### src/rtl/shift_even_norm_seq.sv
// ---------------------------------------------------------------------------
// shift_even_norm_seq
//   Sequential even-bit left normaliser for the fsqrt mantissa path. An
//   accepted operand is shifted left by an even amount until its top two bits
//   are 1x or 01. One shift level (2^K down to 2^1) is resolved per cycle.
//
//   Optional feature macro: NORM_ZERO_DET_EN
//     defined   : an all-zero operand reports out_zero=1 and out_sa=0
//     undefined : out_zero is tied 0; a zero operand reports out_sa=2^(K+1)-2
//
// Parameters
//   W    operand width (even, >= 4)
//   SAW  shift-amount width (holds the sum of all level shifts)
//
// Ports
//   clk        in   rising-edge clock
//   clrn       in   asynchronous active-low reset
//   in_valid   in   operand valid
//   in_ready   out  operand can be accepted this cycle
//   in_data    in   operand to normalise [W]
//   out_valid  out  result valid, held until consumed
//   out_ready  in   downstream accepts result
//   out_data   out  normalised operand [W]
//   out_sa     out  applied left-shift amount, always even [SAW]
//   out_zero   out  operand was all-zero (feature build only)
// ---------------------------------------------------------------------------
module shift_even_norm_seq #(
  parameter int W   = 24,
  parameter int SAW = $clog2(W) + 1
) (
  input  logic           clk,
  input  logic           clrn,
  input  logic           in_valid,
  output logic           in_ready,
  input  logic [W-1:0]   in_data,
  output logic           out_valid,
  input  logic           out_ready,
  output logic [W-1:0]   out_data,
  output logic [SAW-1:0] out_sa,
  output logic           out_zero
);

  // Largest k with 2^k < W.
  localparam int K = $clog2(W) - 1;

  typedef enum logic [1:0] {
    IDLE  = 2'd0,
    SHIFT = 2'd1,
    DONE  = 2'd2
  } state_e;

  state_e         state_q;
  logic [W-1:0]   work_q;
  logic [SAW-1:0] sa_q;
  logic [SAW-1:0] level_q;
  logic           out_valid_q;
  logic [W-1:0]   out_data_q;
  logic [SAW-1:0] out_sa_q;
`ifdef NORM_ZERO_DET_EN
  logic           zero_q;
  logic           out_zero_q;
`endif

  logic [SAW-1:0] shamt_s;
  logic [W-1:0]   top_mask_s;
  logic [W-1:0]   work_d;
  logic [SAW-1:0] sa_d;
  logic           in_ready_s;
  logic           accept_s;

  // Handshake: ready in IDLE (not while reset is asserted), or in DONE when
  // the current result is consumed on the same edge.
  always_comb begin
    in_ready_s = 1'b0;
    case (state_q)
      IDLE:    in_ready_s = clrn;
      DONE:    in_ready_s = clrn & out_ready;
      default: in_ready_s = 1'b0;
    endcase
    accept_s = in_valid & in_ready_s;
  end

  // One shift level: shift by s=2^level only if the top s bits are all zero.
  always_comb begin
    shamt_s    = {{(SAW-1){1'b0}}, 1'b1} << level_q;
    top_mask_s = ~({W{1'b1}} >> shamt_s);
    if ((work_q & top_mask_s) == {W{1'b0}}) begin
      work_d = work_q << shamt_s;
      sa_d   = sa_q + shamt_s;
    end else begin
      work_d = work_q;
      sa_d   = sa_q;
    end
  end

  // Control FSM plus work/result registers.
  always_ff @(posedge clk or negedge clrn) begin
    if (!clrn) begin
      state_q     <= IDLE;
      work_q      <= {W{1'b0}};
      sa_q        <= {SAW{1'b0}};
      level_q     <= {SAW{1'b0}};
      out_valid_q <= 1'b0;
      out_data_q  <= {W{1'b0}};
      out_sa_q    <= {SAW{1'b0}};
`ifdef NORM_ZERO_DET_EN
      zero_q      <= 1'b0;
      out_zero_q  <= 1'b0;
`endif
    end else begin
      case (state_q)
        IDLE: begin
          state_q <= IDLE;
        end
        SHIFT: begin
          work_q  <= work_d;
          sa_q    <= sa_d;
          level_q <= level_q - {{(SAW-1){1'b0}}, 1'b1};
          // The last level's result is published directly on the edge
          // that enters DONE.
          if (level_q == {{(SAW-1){1'b0}}, 1'b1}) begin
            state_q     <= DONE;
            out_valid_q <= 1'b1;
            out_data_q  <= work_d;
`ifdef NORM_ZERO_DET_EN
            out_sa_q    <= zero_q ? {SAW{1'b0}} : sa_d;
            out_zero_q  <= zero_q;
`else
            out_sa_q    <= sa_d;
`endif
          end
        end
        DONE: begin
          if (out_ready) begin
            state_q     <= IDLE;
            out_valid_q <= 1'b0;
          end
        end
        default: begin
          state_q     <= IDLE;
          out_valid_q <= 1'b0;
        end
      endcase
      // Accept overrides the IDLE/DONE transition above, so a consume and a
      // new load can share one edge.
      if (accept_s) begin
        state_q <= SHIFT;
        work_q  <= in_data;
        sa_q    <= {SAW{1'b0}};
        level_q <= SAW'(K);
`ifdef NORM_ZERO_DET_EN
        zero_q  <= ~|in_data;
`endif
      end
    end
  end

  assign in_ready  = in_ready_s;
  assign out_valid = out_valid_q;
  assign out_data  = out_data_q;
  assign out_sa    = out_sa_q;
`ifdef NORM_ZERO_DET_EN
  assign out_zero  = out_zero_q;
`else
  assign out_zero  = 1'b0;
`endif

endmodule

### config.mk
export PLATFORM = sky130hd
export DESIGN_NAME = shift_even_norm_seq
export DESIGN_NICKNAME = d
export VERILOG_FILES = /design/src/rtl/shift_even_norm_seq.sv
export SDC_FILE = /design/constraint.sdc
export NUM_CORES = 1
export LEC_CHECK = 0
export CAP_MARGIN = 5
export CORE_MARGIN = 2
export CORE_UTILIZATION = 51
export CTS_BUF_LIST = sky130_fd_sc_hd__clkbuf_2 sky130_fd_sc_hd__clkbuf_4 sky130_fd_sc_hd__clkbuf_8
export DETAILED_ROUTE_END_ITERATION = 7
export GPL_ROUTABILITY_DRIVEN = 0
export GPL_TIMING_DRIVEN = 0
export PLACE_DENSITY_LB_ADDON = 0.3
export SLEW_MARGIN = 30
export SYNTH_ARGS = -nofsm -noshare
export SYNTH_HDL_FRONTEND = slang
export SYNTH_SLANG_ARGS = --single-unit
### constraint.sdc
create_clock -name clk -period 2.9 [get_ports clk]
set_input_delay 0.58 -clock clk [delete_from_list [all_inputs] [get_ports clk]]
set_output_delay 0.58 -clock clk [all_outputs]
set_load 0.01 [all_outputs]
==> flow_metrics.py, run 1 <==
metrics = {
    "run_status": {
        "outcome": "complete, but fails checks",
        "violations": "design-rule violations, negative setup slack",
    },
    "route": {
        "detailedRoute.firstIterationViolations": 826,
        "routed_wl_um": 16100,
        "drc": 11,
        "vias": 5000,
        "avgRoutedWirePerCell_um": 22.3,
        "antenna_violating_nets_post_route": 0,
        "drt_pass1_iterations": 8,
        "via_per_inst": 6.93,
    },
    "setup_path": {
        "cp-end-kind": "flip-flop",
        "worst-endpoint-required_ns": 3.14,
        "reg2reg_from": "level_q[3]",
        "worst_setup_path_startpoint": "level_q[3]",
        "category_of_the_most_critical_setup_path": "flip-flop to flip-flop",
        "startpoint_type": "flip-flop",
        "cp_max_fo": 10,
        "arrival_ns": 3.17,
    },
    "timing": {
        "timing.final.hold_violations": 0,
        "grt_setup_unrepaired": "yes",
        "max_slew.worst_pin.slew_ns": 0.751,
        "final-setup-viol-count": 5,
        "max_clock_freq_mhz": 341,
        "slew_headroom": 0.487,
        "clock-skew-final_ns": 0.0132,
        "period_share": 1.01,
        "final_max_slew_viol_count": 0,
        "worst_slack_ns": -0.0360,
        "finalWorstPathRequiredPeriod_ns": 2.94,
    },
    "layout": {
        "n_antenna_cell": 0,
        "growth_of_design_area_from_synthesis_to_finish_pct": 23.4,
        "finish.utilization": 0.649,
        "drive_gt1_frac": 0.129,
        "non_filler_cells_final": 722,
        "nets": 645,
    },
    "global_route": {
        "first_pass_grt_wire_length_um": 25300,
        "gr-total-overflow": 0,
        "grt_antenna_before_repair": 0,
        "number_of_global_route_vias_before_repair": 4711,
        "grt.total_usage": 0.329,
        "grt_start_max_net_pins": 38,
    },
    "logic_synthesis": {
        "mapped_cell_area_mm2": 0.00461,
        "synth_top_family_by_area": "compound AO/OA/AOI/OAI gates",
        "synth_fa_ha_area_frac": 0.0233,
        "ys_warn_count": 0,
        "share_of_the_synthesized_area_in_compound_gates_ao_oa_aoi_oai": 0.271,
        "ys_seq_elements": 69,
        "netlist_instances": 534,
        "synthArstFlopShare": 1.00,
        "synth_ff_type": "sky130_fd_sc_hd__dfrtp_1",
        "synth_edf_count": 0,
        "seq_area_frac_synth": 0.374,
        "synthXorXnorAreaFrac": 0.0152,
        "synth_simple_gate_area_frac": 0.215,
        "synth.lib_cells_used.distinct": 67,
        "synth_top_area_frac": 0.374,
        "synthMuxAreaShare": 0.0496,
        "synth.net_count": 570,
        "ys_top_cells_by_area": "sky130_fd_sc_hd__dfrtp_1, sky130_fd_sc_hd__nand2_1, sky130_fd_sc_hd__a221o_1, sky130_fd_sc_hd__o21ai_0, sky130_fd_sc_hd__mux2i_1",
        "netlist.top_cell.by_area": "sky130_fd_sc_hd__dfrtp_1",
        "syn_avg_cell_area_um2": 8.64,
    },
    "clocking": {
        "cts-root-to-sink-buffers": 2,
        "clk_root_buffer_cell": "sky130_fd_sc_hd__clkbuf_8",
        "cts_inserted_buffers": 9,
        "tritoncts_clock_tree": "done",
        "clock_sinks": 69,
        "clkTransAtPathRegs_ns": 0.09,
        "postCtsHoldBufs": 0,
        "htreeDepth": 3,
        "worstSkewPairLatency_ns": 0.37,
    },
    "floorplan": {
        "die-height_um": 99.1,
        "placeableCoreArea_mm2": 0.00876,
        "floorplan.initialDensity": 0.526,
        "ioPinCount": 61,
        "die_area_mm2": 0.00982,
        "core.rowCount": 34,
        "die_x_um": 99.1,
    },
    "power": {
        "worst_case_vdd_ir_drop_uv": 681,
        "power.density_mw_per_mm2": 1350,
        "total_leakage_power_uw": 0.00245,
    },
    "flow_run": {
        "drv_cap": 0,
    },
    "hold_path": {
        "min-delay-path-class": "primary input to async pin",
    },
    "placement": {
        "count_of_buffers_inserted_at_the_top_level_ports": 59,
        "dp.final_hpwl_um": 11200,
        "numPlacedInstances": 703,
    },
}
## report_power, final
group	leakage (uW)	internal (uW)	switching, uW
clock	0.0000957	405	408
sequential	0.000886	1370	502
combinational	0.00147	2020	2950
total	0.00245	3800	3860
## state kept, by name, indices dropped and copies added, names as in the netlist
name,cells
level_q,6
state_q,2
sa_q,6
out_data,24
out_valid,1
out_sa,6
work_q,24
## stage by stage
stage                     TNS (ns)  total power [uW]  cell area [um2]  setup slack, ns  hold slack [ns]
after floorplan                  0              4780             4610            0.125            0.284
after global placement     -161.95              6260             5340            -2.29            0.461
after detailed placement     -7.75              6360             5370           -0.530            0.470
after CTS                        0              7270             5610          0.00525            0.174
after global routing        -0.577              8010             5690           -0.110            0.114
final                       -0.149              7660             5690          -0.0360           0.0872
## routing by layer
layer / up-vias / track usage / wire length, um
li1: 2149 / - / -
met1: 2311 / 0.450 / 6100
met2: 419 / 0.479 / 6930
met3: 121 / 0.0773 / 2060
met4: 0 / 0.191 / 1000
met5: - / 0 / 0
## area by class of cell
cell class                      count  area, um2
Clock inverter                      6       63.8
Tap cell                          108        135
Timing Repair Buffer               67        662
Clock buffer                       10        131
Fill cell                         710       3070
Multi-Input combinational cell    412       2720
Sequential cell                    69       1730
Buffer                             44        228
Inverter                            6       22.5
## layout by cell type (no fill, tap or decap), types with 8 or more instances in the layout
| cell type | instances |
|---|---|
| sky130_fd_sc_hd__mux2i_1 | 15 |
| sky130_fd_sc_hd__o211ai_1 | 11 |
| sky130_fd_sc_hd__nand3_1 | 23 |
| sky130_fd_sc_hd__a211oi_1 | 8 |
| sky130_fd_sc_hd__a21oi_1 | 26 |
| sky130_fd_sc_hd__nor2b_1 | 10 |
| sky130_fd_sc_hd__clkdlybuf4s50_1 | 58 |
| sky130_fd_sc_hd__nand2_1 | 61 |
| sky130_fd_sc_hd__and3_1 | 10 |
| sky130_fd_sc_hd__o21ai_0 | 37 |
| sky130_fd_sc_hd__a211o_1 | 9 |
| sky130_fd_sc_hd__nor2_1 | 37 |
| sky130_fd_sc_hd__buf_2 | 8 |
| sky130_fd_sc_hd__clkbuf_1 | 22 |
| sky130_fd_sc_hd__nor3_1 | 16 |
| sky130_fd_sc_hd__buf_4 | 10 |
| sky130_fd_sc_hd__nand2b_1 | 8 |
| sky130_fd_sc_hd__clkbuf_8 | 9 |
| sky130_fd_sc_hd__dfrtp_1 | 66 |
| sky130_fd_sc_hd__a221o_1 | 19 |
## cell families after synthesis
kind of cell	count (synthesis)
AO/OA/AOI/OAI	175
XOR/XNOR	8
adder cells (fa/ha/maj)	8
buffers and inverters	53
flip-flops	69
multiplexers	20
other	1
AND/OR/NAND/NOR	200
## synthesized netlist by cell type, types with 7 or more instances
cell / number
sky130_fd_sc_hd__dfrtp_1: 69
sky130_fd_sc_hd__nand2_1: 61
sky130_fd_sc_hd__nor2_1: 39
sky130_fd_sc_hd__o21ai_0: 37
sky130_fd_sc_hd__clkbuf_1: 34
sky130_fd_sc_hd__a21oi_1: 28
sky130_fd_sc_hd__nand3_1: 25
sky130_fd_sc_hd__a221o_1: 19
sky130_fd_sc_hd__nor3_1: 17
sky130_fd_sc_hd__mux2i_1: 15
sky130_fd_sc_hd__nor2b_1: 11
sky130_fd_sc_hd__o211ai_1: 11
sky130_fd_sc_hd__and3_1: 10
sky130_fd_sc_hd__a211o_1: 9
sky130_fd_sc_hd__a211oi_1: 8
sky130_fd_sc_hd__nand2b_1: 8
sky130_fd_sc_hd__a21o_1: 7
sky130_fd_sc_hd__ha_1: 7
sky130_fd_sc_hd__nor4_1: 7
sky130_fd_sc_hd__xnor2_1: 7
## final timing paths
check                                to  slack [ns]  cells after the start
min                           work_q[7]        0.09                      1
max reg2reg                   work_q[5]       -0.04                      8
max in group asynchronous    level_q[3]        2.29                      2
min in group clk           out_data[15]        0.48                      2
max                           work_q[5]       -0.04                      8
min reg2reg                out_data[15]        0.48                      2
## repair_timing
action / CTS / global route
hold endpoints to repair: 0 / 0
gates resized for setup: 19 / 22
pin swaps: 1 / 2
buffers inserted: 2 / 4
endpoints found under the setup margin: 21 / 48
## worst max-delay path: stages (launching register included)
cell	delay, ns
sky130_fd_sc_hd__dfrtp_2	0.46
sky130_fd_sc_hd__or3_1	0.37
sky130_fd_sc_hd__buf_2	0.20
sky130_fd_sc_hd__nor4_2	0.69
sky130_fd_sc_hd__nor2_1	0.12
sky130_fd_sc_hd__nand3_1	0.12
sky130_fd_sc_hd__clkbuf_1	0.48
sky130_fd_sc_hd__nor2_1	0.10
sky130_fd_sc_hd__a221o_1	0.28
No activity file was read; power rests on OpenSTA's default activity.
==> inputs of run 2 (changes only) <==
CORE_UTILIZATION = 52   (was 51)
==> flow_metrics.py, run 2 (synthesis results as in run 1) <==
metrics = {
    "run_status": {
        "outcome": "complete, but fails checks",
        "violations": "design-rule violations",
    },
    "timing": {
        "max_slew.worst_pin.slew_ns": 0.776,
        "period_share": 0.979,
        "finalWorstPathRequiredPeriod_ns": 2.84,
        "timing.final.hold_violations": 0,
        "worst_slack_ns": 0.0617,
        "max_clock_freq_mhz": 352,
        "slew_headroom": 0.481,
        "clock-skew-final_ns": 0.0118,
        "final-setup-viol-count": 0,
        "final_max_slew_viol_count": 0,
        "grt_setup_unrepaired": "yes",
    },
    "layout": {
        "nets": 643,
        "final_common_cell": "sky130_fd_sc_hd__dfrtp_1",
        "growth_of_design_area_from_synthesis_to_finish_pct": 25.7,
        "layout_common_cells": "sky130_fd_sc_hd__dfrtp_1, sky130_fd_sc_hd__nand2_1, sky130_fd_sc_hd__clkdlybuf4s50_1",
        "finish.utilization": 0.668,
        "stdcell_area_mm2": 0.00580,
        "n_antenna_cell": 0,
        "drive_gt1_frac": 0.131,
    },
    "clocking": {
        "cts_inserted_buffers": 9,
        "clk_root_buffer_cell": "sky130_fd_sc_hd__clkbuf_8",
        "postCtsHoldBufs": 0,
        "worstSkewPairLatency_ns": 0.37,
        "clock_sinks": 69,
        "htreeDepth": 3,
        "tritoncts_clock_tree": "done",
        "clkTransAtPathRegs_ns": 0.08,
        "cts-root-to-sink-buffers": 2,
    },
    "power": {
        "worst_case_vdd_ir_drop_uv": 782,
        "power.density_mw_per_mm2": 1370,
        "internal_power_uw": 4040,
        "switching_power_share_of_the_total": 0.493,
        "clockPowerShare": 0.134,
        "seq_power_share": 0.230,
        "total_leakage_power_uw": 0.00248,
        "switchingPower_uw": 3930,
        "power.share.combinational": 0.635,
    },
    "setup_path": {
        "worst_setup_path_startpoint": "work_q[3]",
        "cp-end-kind": "flip-flop",
        "cp_max_fo": 10,
        "arrival_ns": 3.07,
        "category_of_the_most_critical_setup_path": "flip-flop to flip-flop",
        "worst-endpoint-required_ns": 3.13,
        "reg2reg_from": "work_q[3]",
        "startpoint_type": "flip-flop",
    },
    "route": {
        "detailedRoute.firstIterationViolations": 965,
        "drc": 50,
        "drt_pass1_iterations": 8,
        "antenna_violating_nets_post_route": 0,
        "avgRoutedWirePerCell_um": 22.6,
        "via_per_inst": 7.04,
        "routed_wl_um": 16300,
        "vias": 5068,
    },
    "global_route": {
        "gr-total-overflow": 0,
        "first_pass_grt_wire_length_um": 25900,
        "grt_start_max_net_pins": 52,
        "number_of_global_route_vias_before_repair": 4746,
        "grt.total_usage": 0.342,
        "grt_antenna_before_repair": 0,
    },
    "floorplan": {
        "placeableCoreArea_mm2": 0.00868,
        "die_x_um": 98.2,
        "die-height_um": 98.2,
        "core.rowCount": 34,
        "die_area_mm2": 0.00964,
        "ioPinCount": 61,
        "floorplan.initialDensity": 0.532,
    },
    "placement": {
        "count_of_buffers_inserted_at_the_top_level_ports": 59,
        "dp_worst_setup_slack_ns": -0.610,
        "placed_area_mm2": 0.00537,
        "dp.final_hpwl_um": 11400,
    },
    "hold_path": {
        "min-delay-path-class": "primary input to async pin",
    },
    "flow_run": {
        "drv_cap": 0,
    },
}
==> run 2: changes by cell type in the layout (fill, tap and decap cells not counted), moves of 2 or more <==
cell and delta:
sky130_fd_sc_hd__clkinv_2 -2, sky130_fd_sc_hd__clkbuf_4 -2, sky130_fd_sc_hd__bufinv_16 +3, sky130_fd_sc_hd__clkbuf_2 +2
sky130_fd_sc_hd__buf_2 -2, sky130_fd_sc_hd__nor4_4 +2
==> run 2: worst max-delay path, stage by stage (launching register included) <==
cell	delay, ns
sky130_fd_sc_hd__dfrtp_1	0.37
sky130_fd_sc_hd__clkbuf_1	0.26
sky130_fd_sc_hd__o41a_1	0.48
sky130_fd_sc_hd__o21a_1	0.21
sky130_fd_sc_hd__o21a_4	0.24
sky130_fd_sc_hd__nor3_4	0.43
sky130_fd_sc_hd__buf_4	0.31
sky130_fd_sc_hd__mux2i_1	0.30
sky130_fd_sc_hd__o21ai_0	0.11
==> run 2: path summary, 6_finish.rpt <==
| kind | cells after the start | slack (ns) | endpoint |
|---|---|---|---|
| max | 8 | 0.06 | out_data[2] |
| min | 1 | 0.09 | out_data[14] |
| max reg2reg | 8 | 0.06 | out_data[2] |
| min reg2reg | 2 | 0.48 | out_data[9] |
| max in group asynchronous | 2 | 2.25 | level_q[4] |
| min in group clk | 2 | 0.48 | out_data[9] |
==> run 2: power groups by stage <==
stage,Combinational (uW),Clock (uW),Sequential [uW]
floorplan,3040,0,1740
detailed placement,4570,0,1800
global route,5360,1120,1860
global placement,4480,0,1770
CTS,4670,1070,1790
finish,5060,1070,1830
==> run 2: timing repair <==
| action | 4_1_cts | 5_1_grt |
|---|---|---|
| resized for setup | 22 | 31 |
| setup endpoints to repair | 21 | 55 |
| buffers inserted | 1 | 3 |
| pin swaps | 1 | 3 |
==> run 2: cell type report <==
type	count	area [um2]
multi-input cells	412	2760
inverters	6	25.0
repair buffers	64	646
clock buffers	9	124
clock inverters	7	145
plain buffers	45	236
well taps	108	135
fillers	721	2880
flip-flops and latches	69	1730
==> run 2: per-layer routing <==
metal  GRT usage  wire [um]
met1       0.462       6120
met4       0.172       1070
met5           0          0
met3       0.117       2340
met2       0.489       6770
==> run 2: stage by stage <==
step | setup TNS, ns | hold slack [ns] | instances | total power (uW)
detailed placement | -5.30 | 0.466 | 702 | 6370
CTS | 0 | 0.0856 | 717 | 7530
finish | 0 | 0.0931 | 720 | 7970
global placement | -160.72 | 0.463 | 701 | 6250
global route | -0.0000220 | 0.0992 | 720 | 8350
floorplan | 0 | 0.284 | 534 | 4780
